$ cat config.mk
export PLATFORM = sky130hd
export DESIGN_NAME = uart_tx_scheduler
export DESIGN_NICKNAME = d
export VERILOG_FILES = /design/src/rtl/uart_pkg.sv /design/src/rtl/uart_tx_scheduler_rr_arbiter.sv /design/src/rtl/uart_tx_scheduler.sv
export SDC_FILE = /design/constraint.sdc
export NUM_CORES = 1
export LEC_CHECK = 0
export ABC_CLOCK_PERIOD_IN_PS = 4350
export CORE_MARGIN = 3
export CORE_UTILIZATION = 45
export DETAILED_ROUTE_END_ITERATION = 6
export GPL_ROUTABILITY_DRIVEN = 0
export PLACE_DENSITY = 0.82
export SLEW_MARGIN = 15
export SYNTH_ARGS = -nofsm -noshare
export SYNTH_HDL_FRONTEND = slang
export SYNTH_SLANG_ARGS = --single-unit
$ cat constraint.sdc
create_clock -name system_clk -period 4.35 [get_ports system_clk]
set_input_delay 0.6525 -clock system_clk [delete_from_list [all_inputs] [get_ports system_clk]]
set_output_delay 0.6525 -clock system_clk [all_outputs]
set_load 0.05 [all_outputs]
$ cat src/rtl/uart_pkg.sv
// Shared encodings and constants for the UART transmit scheduler.
package uart_pkg;

  typedef enum logic [2:0] {
    IDLE      = 3'd0,
    SEND_HDR  = 3'd1,
    SEND_DATA = 3'd2,
    WAIT      = 3'd3,
    GUARD     = 3'd4
  } state_t;

  // 16 ticks per bit x (start + 8 data + stop)
  localparam int TICKS_PER_FRAME = 160;
  localparam logic [3:0] HDR_TAG = 4'hA;

endpackage

$ cat src/rtl/uart_tx_scheduler_rr_arbiter.sv
// Combinational round-robin picker: first set request at or above ptr, wrapping modulo N.
module rr_arbiter #(
  parameter int N  = 4,
  parameter int IW = $clog2(N)
) (
  input  logic [N-1:0]  req,
  input  logic [IW-1:0] ptr,
  output logic [IW-1:0] winner,
  output logic          found
);

  // Scan offsets from farthest to nearest so the nearest hit is the last one written.
  always_comb begin
    winner = '0;
    found  = 1'b0;
    for (int k = N - 1; k >= 0; k--) begin
      if (req[(int'(ptr) + k) % N]) begin
        winner = IW'((int'(ptr) + k) % N);
        found  = 1'b1;
      end
    end
  end

endmodule

$ cat src/rtl/uart_tx_scheduler.sv
// Round-robin multi-client front end for the 16x UART transmitter; paces bytes by counting tick_in.
module uart_tx_scheduler
  import uart_pkg::*;
#(
  parameter  int NUM_REQ   = 4,
  parameter  bit HEADER_EN = 1'b0,
  localparam int IDW       = $clog2(NUM_REQ)
) (
  input  logic                 system_clk,
  input  logic                 rst,
  input  logic                 tick_in,
  input  logic [NUM_REQ-1:0]   req_valid,
  input  logic [8*NUM_REQ-1:0] req_data,
  input  logic [NUM_REQ-1:0]   req_last,
  output logic [NUM_REQ-1:0]   req_ready,
  output logic                 tx_start,
  output logic [7:0]           tx_byte,
  output logic                 busy,
  output logic [IDW-1:0]       grant_id,
  output logic [15:0]          frames_sent,
  output state_t               state_dbg
);

  localparam logic [7:0] LAST_TICK = 8'(TICKS_PER_FRAME - 1);

  state_t         state;
  logic [IDW-1:0] rr_ptr;
  logic [7:0]     tick_cnt;
  logic           last_q;
  logic [IDW-1:0] arb_winner;
  logic           arb_found;
  logic           gnt_valid;
  logic           gnt_last;
  logic [7:0]     gnt_data;

  rr_arbiter #(
    .N  (NUM_REQ),
    .IW (IDW)
  ) u_arb (
    .req    (req_valid),
    .ptr    (rr_ptr),
    .winner (arb_winner),
    .found  (arb_found)
  );

  assign gnt_valid = req_valid[grant_id];
  assign gnt_last  = req_last[grant_id];
  assign gnt_data  = req_data[8*grant_id +: 8];
  assign busy      = (state != IDLE);
  assign state_dbg = state;

  // Handshake: requester i hands over a byte in the cycle where req_valid[i] && req_ready[i].
  // req_ready is offered only to the granted requester in SEND_DATA, and tx_start fires in
  // exactly that accepting cycle; a header byte pulses tx_start with no req_ready.
  always_comb begin
    tx_start  = 1'b0;
    tx_byte   = 8'h00;
    req_ready = '0;
    case (state)
      SEND_HDR: begin
        tx_start = 1'b1;
        tx_byte  = {HDR_TAG, 4'(grant_id)};
      end
      SEND_DATA: begin
        req_ready[grant_id] = 1'b1;
        if (gnt_valid) begin
          tx_start = 1'b1;
          tx_byte  = gnt_data;
        end
      end
      default: ;
    endcase
  end

  always_ff @(posedge system_clk or posedge rst) begin
    if (rst) begin
      state       <= IDLE;
      grant_id    <= '0;
      rr_ptr      <= '0;
      tick_cnt    <= '0;
      last_q      <= 1'b0;
      frames_sent <= '0;
    end else begin
      case (state)
        IDLE: begin
          if (arb_found) begin
            grant_id <= arb_winner;
            state    <= HEADER_EN ? SEND_HDR : SEND_DATA;
          end
        end
        SEND_HDR: begin
          last_q   <= 1'b0;
          tick_cnt <= '0;
          state    <= WAIT;
        end
        SEND_DATA: begin
          if (gnt_valid) begin
            last_q   <= gnt_last;
            tick_cnt <= '0;
            state    <= WAIT;
          end
        end
        // A tick in the send cycle is ignored: the transmitter only leaves IDLE after it.
        WAIT: begin
          if (tick_in) begin
            if (tick_cnt == LAST_TICK) state <= GUARD;
            else tick_cnt <= tick_cnt + 8'd1;
          end
        end
        GUARD: begin
          if (last_q) begin
            frames_sent <= frames_sent + 16'd1;
            rr_ptr      <= (grant_id == IDW'(NUM_REQ - 1)) ? '0 : grant_id + 1'b1;
            state       <= IDLE;
          end else begin
            state <= SEND_DATA;
          end
        end
        default: state <= IDLE;
      endcase
    end
  end

endmodule

==> impl_metrics.csv, run 1 <==
group,metric,value,unit
clock_tree,tritoncts_num_sinks,32,
logic_synthesis,post-synth-top-area-fraction,0.3898,
sta,finalHoldWorstSlack,0.4781,ns
sta,totalNegativeSetupSlack,0,ns
clock_tree,clk_path_buf_depth,2,
setup_path,critical_path_peak_fanout,12,
die,full_die_area,5413,um^2
placed_design,place_area,2869,um^2
setup_path,classification_of_the_worst_setup_path,"primary input to primary output",
clock_tree,clockRootBuffer,"sky130_fd_sc_hd__clkbuf_8",
logic_synthesis,synth.yosys.seq_area_share,0.3898,
pwr,total_power,0.8870,mW
pwr,p_leak,1.288,nW
routing,drtPass1Iterations,4,
setup_path,worst_ep_required_time,3.70,ns
pwr,switching_share,0.3417,
grt,gr-usage-met2,0.3445,
finish,antenna_diode_instance_count,0,
sta,min_period,3.484,ns
die,floorplan.die.height,73.57,um
die,io_pins,78,
die,start_util,0.4890,
grt,grt_usage,0.2193,
placed_design,dp.final_hpwl,4154,um
clock_tree,cts_max_level,2,
grt,grt_first_pass_wirelength,9080,um
finish,fraction_of_layout_instances_using_a_drive_strength_above_1,0.09890,
grt,globalRouteMet3Util,0.03694,
logic_synthesis,synth_largest_area_cell,"sky130_fd_sc_hd__dfrtp_1",
sta,period_share,0.8008,
logic_synthesis,syn-instance-count,195,
finish,area_growth_syn_to_layout,43.42,%
clock_tree,clkLatencyLatePin,0.29,ns
clock_tree,postCtsResizedCells,0,
routing,drc,0,
die,std_cell_rows,23,
finish,final_area,2947,um^2
setup_path,critPathLaunchType,"primary input",
grt,groute.layer.met1.usage,0.3124,
routing,postRouteAntennaNets,0,
sta,finalHoldViolCount,0,
clock_tree,cts_post_setup_buffers_inserted,0,
clock_tree,tritoncts,"done",
pwr,switchingPower,0.3031,mW
run,max_cap_violations,0,
pwr,power.share.clock,0.243,
routing,drt_wl_total,5469,um
routing,dr.first_iter.drc_count,186,
setup_path,worstPathCellList,"clkdlybuf4s50_1 -> mux4_2 -> a21oi_2 -> inv_2 -> clkdlybuf4s50_1",
sta,final_max_slew_viol_count,0,
pwr,internal_pwr_total,0.5839,mW
sta,clock-skew-final,0.01191,ns
logic_synthesis,yosysWarnings,0,
finish,total_nets_final,322,
grt,grt.overflow.total,0,
setup_path,critPathMostFrequentCell,"sky130_fd_sc_hd__clkdlybuf4s50_1",
setup_path,cp_slowest_cell,"sky130_fd_sc_hd__clkdlybuf4s50_1",
clock_tree,cts_inserted_buffers,5,
grt,grt_max_degree,33,
sta,worst-slew-pin-transition,0.8478,ns
placed_design,io_buffers,77,
routing,routed-via-count,1855,
die,design.core.area,4202,um^2
finish,postLayoutCoreUtil,0.7013,
clock_tree,cts-hold-fix-buffers,0,
pwr,power.sequential.fraction,0.443,
die,die_x_extent,73.57,um
logic_synthesis,synthesis.area_per_instance,10.54,um^2
setup_path,crit_arrival,2.83,ns
pwr,ir_worst_vdd,207.7,uV
logic_synthesis,post_synth_main_area_contributors,"sky130_fd_sc_hd__dfrtp_1 (39%), sky130_fd_sc_hd__mux4_2 (11%), sky130_fd_sc_hd__xnor2_1 (5.1%)",
sta,achievable-frequency,287.1,MHz
grt,grt_busiest_layer,"met2",
routing,drt_via_density,5.743,
setup_path,cpPeakStageDelay,0.70,ns
routing,avgRoutedWirePerCell,16.93,um
logic_synthesis,yosys_register_bits,32,
grt,grt_antenna_before_repair,0,
grt,vias_in_the_first_global_route,1858,
logic_synthesis,synth_fp_nets,244,
setup_path,timing.critical_path.to_type,"primary output",
setup_path,critical-path-top-delay-family,"buffers and inverters",
run_status,status,"finished, final reports clean",
sta,setup_viol,0,
clock_tree,clk_pin_slew_worst_paths,0.06,ns
setup_path,crit_buf_inv,3,
sta,timing.max_slew.rel_slack,0.4323,
pwr,share_comb_of_total_power,0.313,
pwr,cellPowerDensity,301.0,nW/um^2
min_path,hold_path.class,"register to register",
logic_synthesis,yosys.cell_types.count,46,
logic_synthesis,synth_area,2054,um^2
sta,setup_repair_after_global_routing_missed_its_margin,"no",
worst reg2reg max path, cell delays in order (launching register included):
cell and delay, ns:
sky130_fd_sc_hd__dfrtp_1 0.53, sky130_fd_sc_hd__nand4bb_1 0.64, sky130_fd_sc_hd__nor4_4 0.54, sky130_fd_sc_hd__nand4_1 0.16, sky130_fd_sc_hd__xnor2_1 0.15
power by group through the flow:
stage | clock, mW | sequential [mW] | combinational (mW)
floorplan | 0 | 0.391 | 0.184
global placement | 0 | 0.394 | 0.271
detailed placement | 0 | 0.397 | 0.278
CTS | 0.222 | 0.391 | 0.279
global route | 0.234 | 0.399 | 0.304
finish | 0.216 | 0.393 | 0.278
cell type report:
type	instances	area [um^2]
clock buffer	6	72.57
multi-input combinational	145	1179
fill	344	1255
timing repair buffer	80	793.3
inverter	9	33.78
clock inverter	1	5.005
sequential	32	800.8
tap	50	62.56
layer usage:
| metal | share of wire | routed length (um) |
|---|---|---|
| met5 | 0 | 0 |
| met4 | 0.014 | 74 |
| met3 | 0.037 | 200 |
| met2 | 0.49 | 2672 |
| met1 | 0.46 | 2522 |
kinds of logic (layout without fill, tap and decap cells):
family,Yosys count,in the layout,share of synthesized area
simple gates,80,80,0.2327
xor+xnor,15,15,0.06395
buf+inv,18,96,0.03654
compound gates,34,34,0.1309
fa+ha+maj,6,6,0.03654
flops,32,32,0.3898
mux,10,10,0.1096
through the flow:
step	instances	setup WS, ns
2_1_floorplan	195	1.677
3_3_place_gp	316	0.9061
3_5_place_dp	316	0.8693
4_1_cts	323	0.8677
5_1_grt	323	0.7224
6_report	323	0.8664
worst paths after layout:
check / startpoint / end / slack [ns] / cells after the start
min in group asynchronous: rst / frames_sent[12] / 0.75 / 3
max reg2reg: state_dbg[0] / frames_sent[13] / 2.22 / 4
max: req_valid[1] / tx_start / 0.87 / 5
max in group asynchronous: rst / grant_id[0] / 3.30 / 3
min: frames_sent[15] / frames_sent[15] / 0.48 / 1
min reg2reg: frames_sent[15] / frames_sent[15] / 0.48 / 1
layout by cell type, fill, tap and decap left out, types with 2 or more instances in the layout:
master	netlist	routed
sky130_fd_sc_hd__nand2_1	21	21
sky130_fd_sc_hd__ha_1	6	6
sky130_fd_sc_hd__and3_1	7	7
sky130_fd_sc_hd__nor3b_1	5	5
sky130_fd_sc_hd__inv_1	8	8
sky130_fd_sc_hd__o22ai_1	2	2
sky130_fd_sc_hd__nor2_1	5	5
sky130_fd_sc_hd__o31ai_1	6	6
sky130_fd_sc_hd__nand4_1	5	5
sky130_fd_sc_hd__xor2_1	3	3
sky130_fd_sc_hd__o221ai_1	2	2
sky130_fd_sc_hd__nor3_1	2	2
sky130_fd_sc_hd__nand3_1	14	14
sky130_fd_sc_hd__nor4_1	2	2
sky130_fd_sc_hd__a21oi_1	3	3
sky130_fd_sc_hd__clkbuf_8	0	5
sky130_fd_sc_hd__o21ai_1	3	3
sky130_fd_sc_hd__xnor2_1	12	12
sky130_fd_sc_hd__a211o_1	2	2
sky130_fd_sc_hd__mux4_2	10	10
sky130_fd_sc_hd__buf_4	0	3
sky130_fd_sc_hd__nor4_4	2	2
sky130_fd_sc_hd__a31o_1	2	2
sky130_fd_sc_hd__and2_1	6	6
sky130_fd_sc_hd__a21o_1	5	5
sky130_fd_sc_hd__dfrtp_1	32	32
sky130_fd_sc_hd__clkdlybuf4s50_1	0	77
sky130_fd_sc_hd__nand3b_1	3	3
synthesized netlist by cell type (all sizes together):
cell,number
a211o,2
o211ai,1
a21oi,4
o211a,1
nand4,5
inv,9
o21ai,4
a22o,1
nand3,14
xor2,3
or3,1
ha,6
a31oi,1
mux4,10
nor2,6
nand2,21
a32o,1
a31o,2
nor4,4
o22ai,3
nand3b,3
buf,7
and2,6
nor3b,6
and4,1
o221ai,2
o31ai,6
nand2b,1
a21o,5
o21a,1
and3,7
nand4bb,1
dfrtp,32
xnor2,12
or4,1
nand4b,1
nor3,2
clkbuf,2
flip-flops by register name, indices dropped and copies added, names as in the netlist:
register / flops
frames_sent: 16
grant_id: 2
last_q: 1
rr_ptr: 2
state_dbg: 3
tick_cnt: 8
(Power assumes the default switching activity.)
==> run 2: changes to the inputs <==
--- a/config.mk
+++ b/config.mk
@@ -5,12 +5,12 @@
 export SDC_FILE = /design/constraint.sdc
 export NUM_CORES = 1
 export LEC_CHECK = 0
-export ABC_CLOCK_PERIOD_IN_PS = 4350
+export ABC_CLOCK_PERIOD_IN_PS = 3500
 export CORE_MARGIN = 3
-export CORE_UTILIZATION = 45
+export CORE_UTILIZATION = 44
 export DETAILED_ROUTE_END_ITERATION = 6
 export GPL_ROUTABILITY_DRIVEN = 0
-export PLACE_DENSITY = 0.82
+export PLACE_DENSITY = 0.8
 export SLEW_MARGIN = 15
 export SYNTH_ARGS = -nofsm -noshare
 export SYNTH_HDL_FRONTEND = slang
==> constraint.sdc (replaced) <==
create_clock -name system_clk -period 3.5 [get_ports system_clk]
set_input_delay 0.525 -clock system_clk [delete_from_list [all_inputs] [get_ports system_clk]]
set_output_delay 0.525 -clock system_clk [all_outputs]
set_load 0.05 [all_outputs]
==> impl_metrics.csv, run 2 (synthesis gave the netlist of run 1 again) <==
group,metric,value,unit
grt,globalRouteMet3Util,0.04324,
sta,totalNegativeSetupSlack,0,ns
finish,postLayoutCoreUtil,0.6698,
setup_path,critPathLaunchType,"primary input",
die,floorplan.die.height,74.33,um
die,die_x_extent,74.33,um
pwr,ir_worst_vdd,223.7,uV
routing,drc,0,
die,design.core.area,4444,um^2
clock_tree,cts_max_level,2,
die,std_cell_rows,24,
routing,drt_wl_total,5254,um
clock_tree,cts_inserted_buffers,5,
run_status,status,"finished, final reports clean",
clock_tree,clk_pin_slew_worst_paths,0.06,ns
sta,achievable-frequency,307.9,MHz
clock_tree,clkLatencyLatePin,0.29,ns
routing,avgRoutedWirePerCell,16.02,um
clock_tree,tritoncts,"done",
grt,grt_antenna_before_repair,0,
finish,largest_register_ffs,16,
sta,finalHoldWorstSlack,0.4829,ns
finish,final_common_cell,"sky130_fd_sc_hd__clkdlybuf4s50_1",
routing,postRouteAntennaNets,0,
clock_tree,tritoncts_num_sinks,32,
finish,mostFrequentLayoutCells,"sky130_fd_sc_hd__clkdlybuf4s50_1 (77), sky130_fd_sc_hd__dfrtp_1 (32), sky130_fd_sc_hd__nand2_1 (21)",
sta,final_max_slew_viol_count,0,
clock_tree,clockRootBuffer,"sky130_fd_sc_hd__clkbuf_8",
sta,worst-slew-pin-transition,0.5936,ns
sta,setup_viol,0,
setup_path,cp_slowest_cell,"sky130_fd_sc_hd__clkdlybuf4s50_1",
grt,grt_usage,0.2071,
grt,grt_busiest_layer,"met2",
setup_path,critPathMostFrequentCell,"sky130_fd_sc_hd__clkdlybuf4s50_1",
grt,gr-usage-met2,0.3317,
grt,grt_max_degree,33,
finish,area_growth_syn_to_layout,44.88,%
setup_path,classification_of_the_worst_setup_path,"primary input to primary output",
setup_path,critical-path-top-delay-family,"buffers and inverters",
setup_path,crit_arrival,2.72,ns
placed_design,io_buffers,77,
finish,fillers,367,
grt,groute.layer.met1.usage,0.2752,
setup_path,worst_ep_required_time,2.97,ns
grt,grt.overflow.total,0,
setup_path,critical_path_peak_fanout,12,
setup_path,cpPeakStageDelay,0.70,ns
sta,period_share,0.9278,
min_path,hold_path.class,"register to register",
placed_design,dp.final_hpwl,4050,um
pwr,cellPowerDensity,380.6,nW/um^2
routing,drtPass1Iterations,4,
routing,drt_via_density,5.646,
run,max_cap_violations,0,
finish,total_nets_final,324,
die,full_die_area,5525,um^2
routing,routed-via-count,1852,
setup_path,crit_buf_inv,3,
pwr,p_leak,1.302,nW
sta,clock-skew-final,0.007527,ns
finish,fraction_of_layout_instances_using_a_drive_strength_above_1,0.1051,
die,start_util,0.4623,
pwr,total_power,1.133,mW
die,io_pins,78,
clock_tree,postCtsResizedCells,0,
finish,antenna_diode_instance_count,0,
routing,dr.first_iter.drc_count,134,
clock_tree,clk_path_buf_depth,2,
setup_path,worstPathCellList,"clkdlybuf4s50_1 -> mux4_2 -> a21oi_2 -> inv_2 -> clkdlybuf4s50_1",
sta,min_period,3.247,ns
grt,vias_in_the_first_global_route,1841,
sta,timing.max_slew.rel_slack,0.6020,
setup_path,timing.critical_path.to_type,"primary output",
grt,grt_first_pass_wirelength,8631,um
sta,finalHoldViolCount,0,
clock_tree,cts_post_setup_buffers_inserted,0,
sta,setup_repair_after_global_routing_missed_its_margin,"no",
clock_tree,cts-hold-fix-buffers,0,
finish,max_flop_register,"frames_sent",
-- run 2: changes by cell type in the layout (fill, tap and decap cells not counted), sizes merged --
cell,previous run,this run
buf,3,5
clkbuf,6,8
clkinv,1,0
-- run 2: area by class of cell --
| cell class | instances | area [um^2] | area share |
|---|---|---|---|
| clock buffer | 8 | 90.09 | 0.03026 |
| inverter | 9 | 33.78 | 0.01135 |
| multi-input combinational | 145 | 1179 | 0.3960 |
| sequential | 32 | 800.8 | 0.2690 |
| tap | 52 | 65.06 | 0.02186 |
| timing repair buffer | 82 | 808.3 | 0.2715 |
-- run 2: per-stage QoR --
step / instances / cell area (um^2) / setup slack, ns
floorplan: 195 / 2054 / 0.9544
global placement: 320 / 2887 / 0.3152
detailed placement: 320 / 2887 / 0.2706
CTS: 328 / 2977 / 0.2674
global route: 328 / 2977 / 0.1826
finish: 328 / 2977 / 0.2525
-- run 2: worst paths after layout --
| path | startpoint | end | slack [ns] | depth (start not counted) |
|---|---|---|---|---|
| min | frames_sent[15] | frames_sent[15] | 0.48 | 1 |
| min in group asynchronous | rst | frames_sent[15] | 0.62 | 3 |
| min reg2reg | frames_sent[15] | frames_sent[15] | 0.48 | 1 |
| max in group asynchronous | rst | tick_cnt[0] | 2.58 | 3 |
| max | req_valid[1] | tx_start | 0.25 | 5 |
| max reg2reg | state_dbg[0] | frames_sent[12] | 1.39 | 4 |
-- run 2: routing by layer --
metal / share of wire / wire [um]
met1: 0.45 / 2353
met5: 0 / 0
met2: 0.49 / 2595
met3: 0.037 / 195
met4: 0.021 / 110
-- run 2: report_power, final --
group          switching [mW]  internal [mW]
Sequential             0.0677          0.417
Clock                   0.138          0.160
Combinational           0.174          0.176
Total                   0.379          0.754
==> run 3: changes to the inputs <==
--- a/config.mk
+++ b/config.mk
@@ -8,6 +8,7 @@
 export ABC_CLOCK_PERIOD_IN_PS = 3500
 export CORE_MARGIN = 3
 export CORE_UTILIZATION = 44
+export CTS_CLUSTER_SIZE = 12
 export DETAILED_ROUTE_END_ITERATION = 6
 export GPL_ROUTABILITY_DRIVEN = 0
 export PLACE_DENSITY = 0.8
==> results of run 3 <==
No change in the layout: final DEF, timing and power equal those of run 2.
